<file path="src/rtl/dmem_ctrl.sv">
// Data-memory access controller: latches one LSU request, runs it on a
// request/grant/response bus and returns read data or an error with a one-cycle ready.
module dmem_ctrl #(
    parameter int TIMEOUT = 16,
    parameter int ADDR_W  = 32,   // RISCV_ADDR_WIDTH
    parameter int DATA_W  = 32    // RISCV_WORD_WIDTH
) (
    input  logic              clk,
    input  logic              rst,
    input  logic              dmem_valid_i,
    output logic              dmem_ready_o,
    input  logic [ADDR_W-1:0] dmem_addr_i,
    input  logic [DATA_W-1:0] dmem_wdata_i,
    input  logic [3:0]        dmem_we_i,
    output logic [DATA_W-1:0] dmem_rdata_o,
    output logic              dmem_err_o,
    output logic              bus_req_o,
    input  logic              bus_gnt_i,
    output logic [ADDR_W-1:0] bus_addr_o,
    output logic              bus_we_o,
    output logic [3:0]        bus_be_o,
    output logic [DATA_W-1:0] bus_wdata_o,
    input  logic              bus_rvalid_i,
    input  logic [DATA_W-1:0] bus_rdata_i,
    input  logic              bus_err_i
);

    typedef enum logic [1:0] {IDLE, REQ, RESP, DONE} state_t;

    // Counter only needs to reach TIMEOUT-1; the abort fires on that cycle.
    localparam int CNT_W = (TIMEOUT > 1) ? $clog2(TIMEOUT) : 1;
    localparam logic [CNT_W-1:0] CNT_LAST = (TIMEOUT > 0) ? CNT_W'(TIMEOUT - 1) : '0;

    state_t            state_reg, state_next;
    logic [ADDR_W-1:0] addr_reg;
    logic [DATA_W-1:0] wdata_reg;
    logic [3:0]        we_reg;
    logic [CNT_W-1:0]  cnt_reg;
    logic [DATA_W-1:0] rdata_reg;
    logic              err_reg;

    logic launch;
    logic in_flight;
    logic resp_accept;
    logic timeout_hit;

    always_comb begin
        launch      = (state_reg == IDLE) && dmem_valid_i;
        in_flight   = (state_reg == REQ) || (state_reg == RESP);
        // A response only counts once the bus has granted the request.
        resp_accept = ((state_reg == REQ) && bus_gnt_i && bus_rvalid_i) ||
                      ((state_reg == RESP) && bus_rvalid_i);
        timeout_hit = (TIMEOUT != 0) && in_flight && !resp_accept && (cnt_reg == CNT_LAST);
    end

    always_comb begin
        state_next = state_reg;
        case (state_reg)
            IDLE: if (dmem_valid_i) state_next = REQ;
            REQ: begin
                if (resp_accept || timeout_hit) state_next = DONE;
                else if (bus_gnt_i)             state_next = RESP;
            end
            RESP: if (resp_accept || timeout_hit) state_next = DONE;
            DONE: state_next = IDLE;
            default: state_next = IDLE;
        endcase
    end

    always_ff @(posedge clk) begin
        if (rst) begin
            state_reg <= IDLE;
            addr_reg  <= '0;
            wdata_reg <= '0;
            we_reg    <= '0;
            cnt_reg   <= '0;
            rdata_reg <= '0;
            err_reg   <= 1'b0;
        end else begin
            state_reg <= state_next;
            if (launch) begin
                addr_reg  <= dmem_addr_i;
                wdata_reg <= dmem_wdata_i;
                we_reg    <= dmem_we_i;
                cnt_reg   <= '0;
            end else if (in_flight) begin
                cnt_reg <= cnt_reg + 1'b1;
            end
            if (resp_accept) begin
                err_reg <= bus_err_i;
                // Writes keep the last read value visible to the LSU.
                if (we_reg == 4'b0000)
                    rdata_reg <= bus_err_i ? '0 : bus_rdata_i;
            end else if (timeout_hit) begin
                err_reg   <= 1'b1;
                rdata_reg <= '0;
            end
        end
    end

    assign dmem_ready_o = (state_reg == DONE);
    assign dmem_rdata_o = rdata_reg;
    assign dmem_err_o   = err_reg;
    assign bus_req_o    = (state_reg == REQ);
    assign bus_addr_o   = addr_reg & ~(ADDR_W'(3));
    assign bus_we_o     = |we_reg;
    assign bus_wdata_o  = wdata_reg;

    // Reads enable every lane; writes pass the strobes through.
    generate
        for (genvar gi = 0; gi < 4; gi++) begin : g_be
            assign bus_be_o[gi] = we_reg[gi] | ~bus_we_o;
        end
    endgenerate

endmodule
</file>
<file path="config.mk">
export PLATFORM = sky130hd
export DESIGN_NAME = dmem_ctrl
export DESIGN_NICKNAME = d
export VERILOG_FILES = /design/src/rtl/dmem_ctrl.sv
export SDC_FILE = /design/constraint.sdc
export NUM_CORES = 1
export LEC_CHECK = 0
export BUFFER_PORTS_ARGS = -buffer_cell sky130_fd_sc_hd__buf_2
export CORE_UTILIZATION = 45
export CTS_CLUSTER_SIZE = 12
export DETAILED_ROUTE_END_ITERATION = 10
export PLACE_DENSITY = 0.8
export SKIP_CTS_REPAIR_TIMING = 1
export SYNTH_ARGS = -nofsm -noshare
export SYNTH_HDL_FRONTEND = slang
export SYNTH_SLANG_ARGS = --single-unit
export TNS_END_PERCENT = 50
</file>
<file path="constraint.sdc">
create_clock -name clk -period 3 [get_ports clk]
set_clock_uncertainty 0.2 [all_clocks]
set_input_delay 0.3 -clock clk [delete_from_list [all_inputs] [get_ports clk]]
set_output_delay 0.3 -clock clk [all_outputs]
set_load 0.1 [all_outputs]
</file>
==> out/summary.json, run 1 <==
{
  "antenna_diode_count": 0,
  "die_w_um": 97.0,
  "area_delta_synth_final_pct": 51.3,
  "post_route_fraction_of_the_period_consumed_by_the_critical_path_pct": 79.4,
  "drv_slew": 0,
  "portBuffers": 205,
  "yosys_register_bits": 105,
  "clock-root-buffer": "clkbuf_8",
  "dr.pass1.iters": 5,
  "tritoncts_num_sinks": 105,
  "setup.worst_path.end_class": "output port",
  "timing.critical_path.from_type": "flip-flop",
  "global_route_wire_length_before_repair_mm": 16.9,
  "worst_skew_pair.late_latency_ns": 0.35,
  "uppermost_layer_routed": "met4",
  "rows": 34,
  "worstPathRequired_ns": 2.50,
  "run_status": "finished with violations",
  "drt_wl_total_mm": 12.4,
  "placed_area_um2": 5110,
  "static-leakage-power_nw": 2.85,
  "start_util_pct": 46.6,
  "routedWlPerCell_um": 14.3,
  "cts-htree-levels": 3,
  "finalHoldViolations": 4,
  "met1_length_mm": 4.76,
  "path_max_fanout": 21,
  "grt_util_all_layers_pct": 21.9,
  "timing.setup.tns_ns": 0,
  "route.met2.wl_mm": 6.40,
  "max-slew-margin-rel_pct": 56.8,
  "drt.antenna.violating_nets": 0,
  "fmax_mhz": 420,
  "drc_errors": 0,
  "n_fill_cell": 679,
  "worst_ir_drop_vdd_uv": 548,
  "tritoncts.num_buffers": 9,
  "violations_in_the_final_reports": "negative hold slack",
  "most_common_cell_after_layout_fill_and_taps_aside": "buf_2",
  "report.final.setup_viol": 0,
  "async_flop_share_pct": 0,
  "worstMarginPinSlew_ns": 0.649,
  "placeableCoreArea_um2": 8720,
  "drt-vias-per-instance": 5.07,
  "die_height_um": 97.0,
  "wl_met3_um": 821,
  "post_route_worst_setup_slack_ns": 0.619,
  "number_of_antenna_violations_at_the_first_check_in_global_routing": 0,
  "path_clk_slew_ns": 0.10,
  "globalRoute.totalOverflow": 0,
  "via_count_of_the_first_global_routing_pass": 3659,
  "rsz0062_at_grt": "false",
  "cp.arrival_ns": 1.88,
  "dp_worst_setup_slack_ns": 0.674,
  "post_synth_inst_count": 490,
  "multiInputGateArea_um2": 1750,
  "yosys_warnings": 0,
  "hpwl_mm": 7.39,
  "drv_cap": 0,
  "final_net_count": 870,
  "route.vias.total": 4418,
  "timing.final.crit_period_ns": 2.38,
  "post_synth_instance_area_um2": 4060,
  "grt_start_max_net_pins": 67,
  "ys_flop_type": "dfxtp_1",
  "cts_tree": "done",
  "final_layout_size_suffix_gt1_share_pct": 35.4,
  "synth_enable_flop_cells": 0,
  "regArea_um2": 2100,
  "initialDrtViolationCount": 188,
  "pin_count": 210,
  "power.density_nw_per_um2": 905,
  "layout_common_cells": "buf_2 (205), nand2_1 (167), dfxtp_1 (105), dlygate4sd3_1 (84), a21oi_1 (68)",
  "die_area_um2": 9410,
  "final_area_um2": 6150,
  "hold_ws_ns": -0.0117,
  "crit_type": "flip-flop to output port",
  "ctsLongestPathBuffers": 2,
  "routabilityCongestion": 0.754,
  "number_of_distinct_standard_cells_referenced_by_the_synthesized_netlist": 32,
  "syn_area_per_cell_um2": 8.29,
  "hold_path.class": "primary input to flip-flop",
  "seq_area_frac_synth_pct": 51.7
}
==> report_power, final <==
| group | internal (W) | total (W) | switching, W |
|---|---|---|---|
| registers | 0.00160 | 0.00172 | 0.000116 |
| logic | 0.000557 | 0.00296 | 0.00240 |
| clock network | 0.000392 | 0.000887 | 0.000495 |
==> kinds of logic (layout without fill, tap and decap cells) <==
logic type                 count (synthesis)  in the layout  synth area share (%)
AOI/OAI and AO/OA                        105            105                  16.1
and+or+nand+nor                          219            219                  23.1
DFF                                      105            105                  51.7
other                                      1              2                0.0923
xor gates and xnor gates                   3              3                 0.647
muxes                                      3              3                 0.862
buffers and inverters                     48            320                  5.57
adders and majority gates                  6              6                  1.85
==> cell usage after synthesis, types with 2 or more instances <==
cell	instances	area share [%]
or2_2	4	0.62
buf_2	7	0.86
nor2b_1	2	0.31
mux2i_1	2	0.49
dfxtp_1	105	52
nor2_1	2	0.18
clkbuf_1	25	2.3
o21ai_2	30	6.5
buf_6	4	1.1
inv_1	5	0.46
buf_4	2	0.37
o21ai_0	2	0.25
nand4_1	33	5.1
xor2_1	2	0.43
ha_1	6	1.8
nand2_1	168	16
buf_1	4	0.37
nor3_1	6	0.74
a21oi_1	68	8.4
==> routing by layer <==
| metal | up-vias | global-route usage (%) |
|---|---|---|
| met3 | 47 | 5.13 |
| li1 | 2172 | - |
| met2 | 201 | 36.9 |
| met5 | - | 0 |
| met4 | 0 | 10.6 |
| met1 | 1998 | 26.3 |
==> critical path: stages (launching register included) <==
cell and delay, ns:
dfxtp_1 0.34, nor4_2 0.29, buf_4 0.26, buf_4 0.28, inv_1 0.06, buf_2 0.29
==> per-stage QoR <==
stage	cells	util, %	power [W]
floorplan	491	-	0.00415
global placement	771	58.6	0.00454
detailed placement	771	58.6	0.00460
CTS	787	60.9	0.00548
global route	871	70.5	0.00582
finish	871	70.5	0.00557
==> area by class of cell <==
type                            count  area share [%]
Timing Repair Buffer              298            31.5
Inverter                            6           0.366
Multi-Input combinational cell    338            28.5
Tap cell                          108            2.20
Clock buffer                        9            2.01
Sequential cell                   105            34.2
Clock inverter                      7            1.24
==> path summary, 6_finish.rpt <==
| check | to | start | cells past startpoint | slack [ns] |
|---|---|---|---|---|
| setup / recovery | bus_we_o | we_reg[3] | 5 | 0.62 |
| hold / removal | bus_wdata_o[15] | dmem_wdata_i[15] | 3 | -0.01 |
| setup reg to reg | dmem_rdata_o[0] | state_reg[1] | 5 | 0.72 |
| hold reg to reg | bus_wdata_o[9] | bus_wdata_o[9] | 2 | 0.26 |
No activity file was read; power rests on OpenSTA's default activity.
==> run 2: changes to the inputs <==
--- a/config.mk
+++ b/config.mk
@@ -5,11 +5,12 @@
 export SDC_FILE = /design/constraint.sdc
 export NUM_CORES = 1
 export LEC_CHECK = 0
+export ABC_AREA = 1
 export BUFFER_PORTS_ARGS = -buffer_cell sky130_fd_sc_hd__buf_2
-export CORE_UTILIZATION = 45
+export CORE_UTILIZATION = 41
 export CTS_CLUSTER_SIZE = 12
 export DETAILED_ROUTE_END_ITERATION = 10
-export PLACE_DENSITY = 0.8
+export PLACE_DENSITY = 0.76
 export SKIP_CTS_REPAIR_TIMING = 1
 export SYNTH_ARGS = -nofsm -noshare
 export SYNTH_HDL_FRONTEND = slang
==> constraint.sdc (replaced) <==
create_clock -name clk -period 2.01 [get_ports clk]
set_clock_uncertainty 0.2 [all_clocks]
set_input_delay 0.201 -clock clk [delete_from_list [all_inputs] [get_ports clk]]
set_output_delay 0.201 -clock clk [all_outputs]
set_load 0.1 [all_outputs]
==> run 2 against run 1 <==
Against the previous run:
- synthesized area up 0.37%
- non-clock buffer count up 19
- register-to-register slack worse by 0.56 ns
- combinational power rose to 2.5 times the previous value
- sequential share of layout area down 1.8 points
- the flow still finishes with violations (negative hold slack)
- via count up 4.3%
- synthesized cell count up 14%
- wire length up 1.4%
- critical path type unchanged
==> out/summary.json, run 2 <==
{
  "run_status": "finished with violations",
  "violations_in_the_final_reports": "negative hold slack",
  "hold_path.class": "primary input to flip-flop",
  "async_flop_share_pct": 0,
  "crit_type": "flip-flop to output port",
  "routabilityCongestion": 0.782,
  "routedWlPerCell_um": 12.8,
  "static-leakage-power_nw": 3.15,
  "dr.pass1.iters": 4,
  "power.density_nw_per_um2": 1800,
  "timing.critical_path.cells": "inv_1 > nand4_4 > nand2_4 > clkbuf_4",
  "yosys_warnings": 0,
  "yosys_register_bits": 105,
  "worstPathRequired_ns": 1.61,
  "synthTopCellsByCount": "nor2_1 (193), nand2_1 (106), dfxtp_1 (105), o21ai_0 (67), clkbuf_1 (22)",
  "pin_count": 210,
  "globalRoute.totalOverflow": 0,
  "worst_skew_pair.late_latency_ns": 0.35,
  "fmax_mhz": 522,
  "hpwl_mm": 7.29,
  "die_w_um": 102,
  "layout_common_cells": "buf_2 (201), nor2_1 (193), dfxtp_1 (105), nand2_1 (102), dlygate4sd3_1 (96)",
  "final_layout_size_suffix_gt1_share_pct": 30.0,
  "die_height_um": 102,
  "critical_path.n_buffers_inverters": 2,
  "n_fill_cell": 770,
  "hold-path-endpoint": "dmem_rdata_o[6]",
  "most_common_cell_after_layout_fill_and_taps_aside": "buf_2",
  "final_core_utilization_pct": 66.7,
  "drv_slew": 0,
  "clock-root-buffer": "clkbuf_8",
  "number_of_antenna_violations_at_the_first_check_in_global_routing": 0,
  "r2r_end": "dmem_rdata_o[13]",
  "critical_path.top_delay_family": "buffers and inverters",
  "post_synth_inst_count": 557,
  "cpMaxStageDelayCell": "clkbuf_4",
  "setup.worst_path.end_class": "output port",
  "multiInputGateArea_um2": 1790,
  "crit-reg2reg-launch": "state_reg[1]",
  "report.final.setup_viol": 0,
  "netlist.area_leader.share_pct": 51.5,
  "path_clk_slew_ns": 0.10,
  "drt_wl_total_mm": 12.6,
  "final_net_count": 963,
  "route.vias.total": 4606,
  "regArea_um2": 2100,
  "seq_area_frac_synth_pct": 51.5,
  "cell_accounting_for_the_most_synthesized_area": "dfxtp_1",
  "drt.antenna.violating_nets": 0,
  "via_count_of_the_first_global_routing_pass": 3643,
  "syn_area_per_cell_um2": 7.32,
  "post_route_fraction_of_the_period_consumed_by_the_critical_path_pct": 95.3,
  "cp.arrival_ns": 1.52,
  "ys_flop_type": "dfxtp_1",
  "min-delay-start": "bus_rdata_i[6]",
  "portBuffers": 205,
  "drt-vias-per-instance": 4.66,
  "drc_errors": 0,
  "ctsLongestPathBuffers": 2,
  "regToRegSetupSlack_ns": 0.16,
  "worstHoldPathCells": 5,
  "worst_ir_drop_vdd_uv": 1290,
  "rows": 36,
  "largest_cells_by_area_after_synthesis": "dfxtp_1 (52%), nor2_1 (18%), nand2_1 (9.8%), o21ai_0 (8.2%), clkbuf_1 (2.0%)",
  "die_area_um2": 10400,
  "reg2reg_depth": 12,
  "synthMostInstantiatedCell": "nor2_1",
  "initialDrtViolationCount": 115,
  "tritoncts.num_buffers": 9,
  "tritoncts_num_sinks": 105,
  "synth_enable_flop_cells": 0,
  "post_synth_instance_area_um2": 4080,
  "placeableCoreArea_um2": 9730,
  "start_util_pct": 41.9,
  "global_route_wire_length_before_repair_mm": 15.4,
  "cts_tree": "done",
  "grt_util_all_layers_pct": 18.8,
  "antenna_diode_count": 0,
  "cts-htree-levels": 3,
  "timing.final.crit_period_ns": 1.92,
  "drv_cap": 0,
  "hold_ws_ns": -0.0240,
  "finalHoldViolations": 2,
  "timing.critical_path.from_type": "flip-flop",
  "area_delta_synth_final_pct": 59.0,
  "grt_start_max_net_pins": 69,
  "number_of_distinct_standard_cells_referenced_by_the_synthesized_netlist": 25,
  "critical-path-max-stage-delay_ns": 0.33,
  "path_max_fanout": 6
}
-- run 2: cell count changes after synthesis, sizes merged, moves of 5 or more --
cell   change
nor3       -5
nand2     -53
o21ai     +35
a21oi     -60
nor2     +192
inv        +8
nand4     -30
-- run 2: layout make-up --
class                   count  share of cell area (%)
repair buffers            317                    33.6
flip-flops and latches    105                    32.4
multi-input cells         404                    27.6
well taps                 133                    2.57
clock buffers              10                    1.97
clock inverters             6                    1.00
inverters                  14                   0.810
-- run 2: how the worst max path moves through the flow --
stage / slack [ns] / cells after the start / from / endpoint
after floorplan: 0.03 / 12 / state_reg[1] / dmem_rdata_o[0]
after global placement: 0.19 / 9 / state_reg[1] / dmem_rdata_o[30]
after detailed placement: 0.15 / 9 / state_reg[1] / dmem_rdata_o[25]
after CTS: -0.03 / 4 / we_reg[0] / bus_be_o[3]
after global routing: -0.01 / 4 / we_reg[0] / bus_be_o[2]
final: 0.09 / 4 / we_reg[0] / bus_be_o[2]
-- run 2: kinds of logic after synthesis --
group | synth area share, %
fa+ha+maj | 1.84
buf+inv | 6.20
simple gates | 30.5
compound gates | 9.39
xor+xnor | 0.430
flops | 51.5
other cells | 0.0919
-- run 2: metrics by stage --
stage	setup WS [ns]	power (W)	TNS (ns)	area, µm²	instances
floorplan	0.0265	0.00902	0	4130	558
global placement	0.189	0.0100	0	5310	877
detailed placement	0.153	0.0101	0	5310	877
CTS	-0.0329	0.0114	-0.0645	5500	893
global route	-0.0127	0.0123	-0.0127	6480	989
finish	0.0937	0.0117	0	6480	989
-- run 2: worst register-to-register path: cells and delay by family (launching register included) --
family	cells	cell delay, ns
and+or+nand+nor	8	0.66
buffers and inverters	3	0.39
DFF	1	0.32
adders and majority gates	1	0.18
-- run 2: metal layers --
metal	GRT usage [%]	wire, µm
met3	7.45	1070
met5	0	0
met4	5.24	263
met1	18.8	4940
met2	35.7	6350
-- run 2: report_power, final --
group	internal, W	leakage, nW	switching, W
Clock	0.000583	0.0971	0.000713
Sequential	0.00267	0.865	0.000296
Combinational	0.00139	2.19	0.00602
Total	0.00465	3.15	0.00703
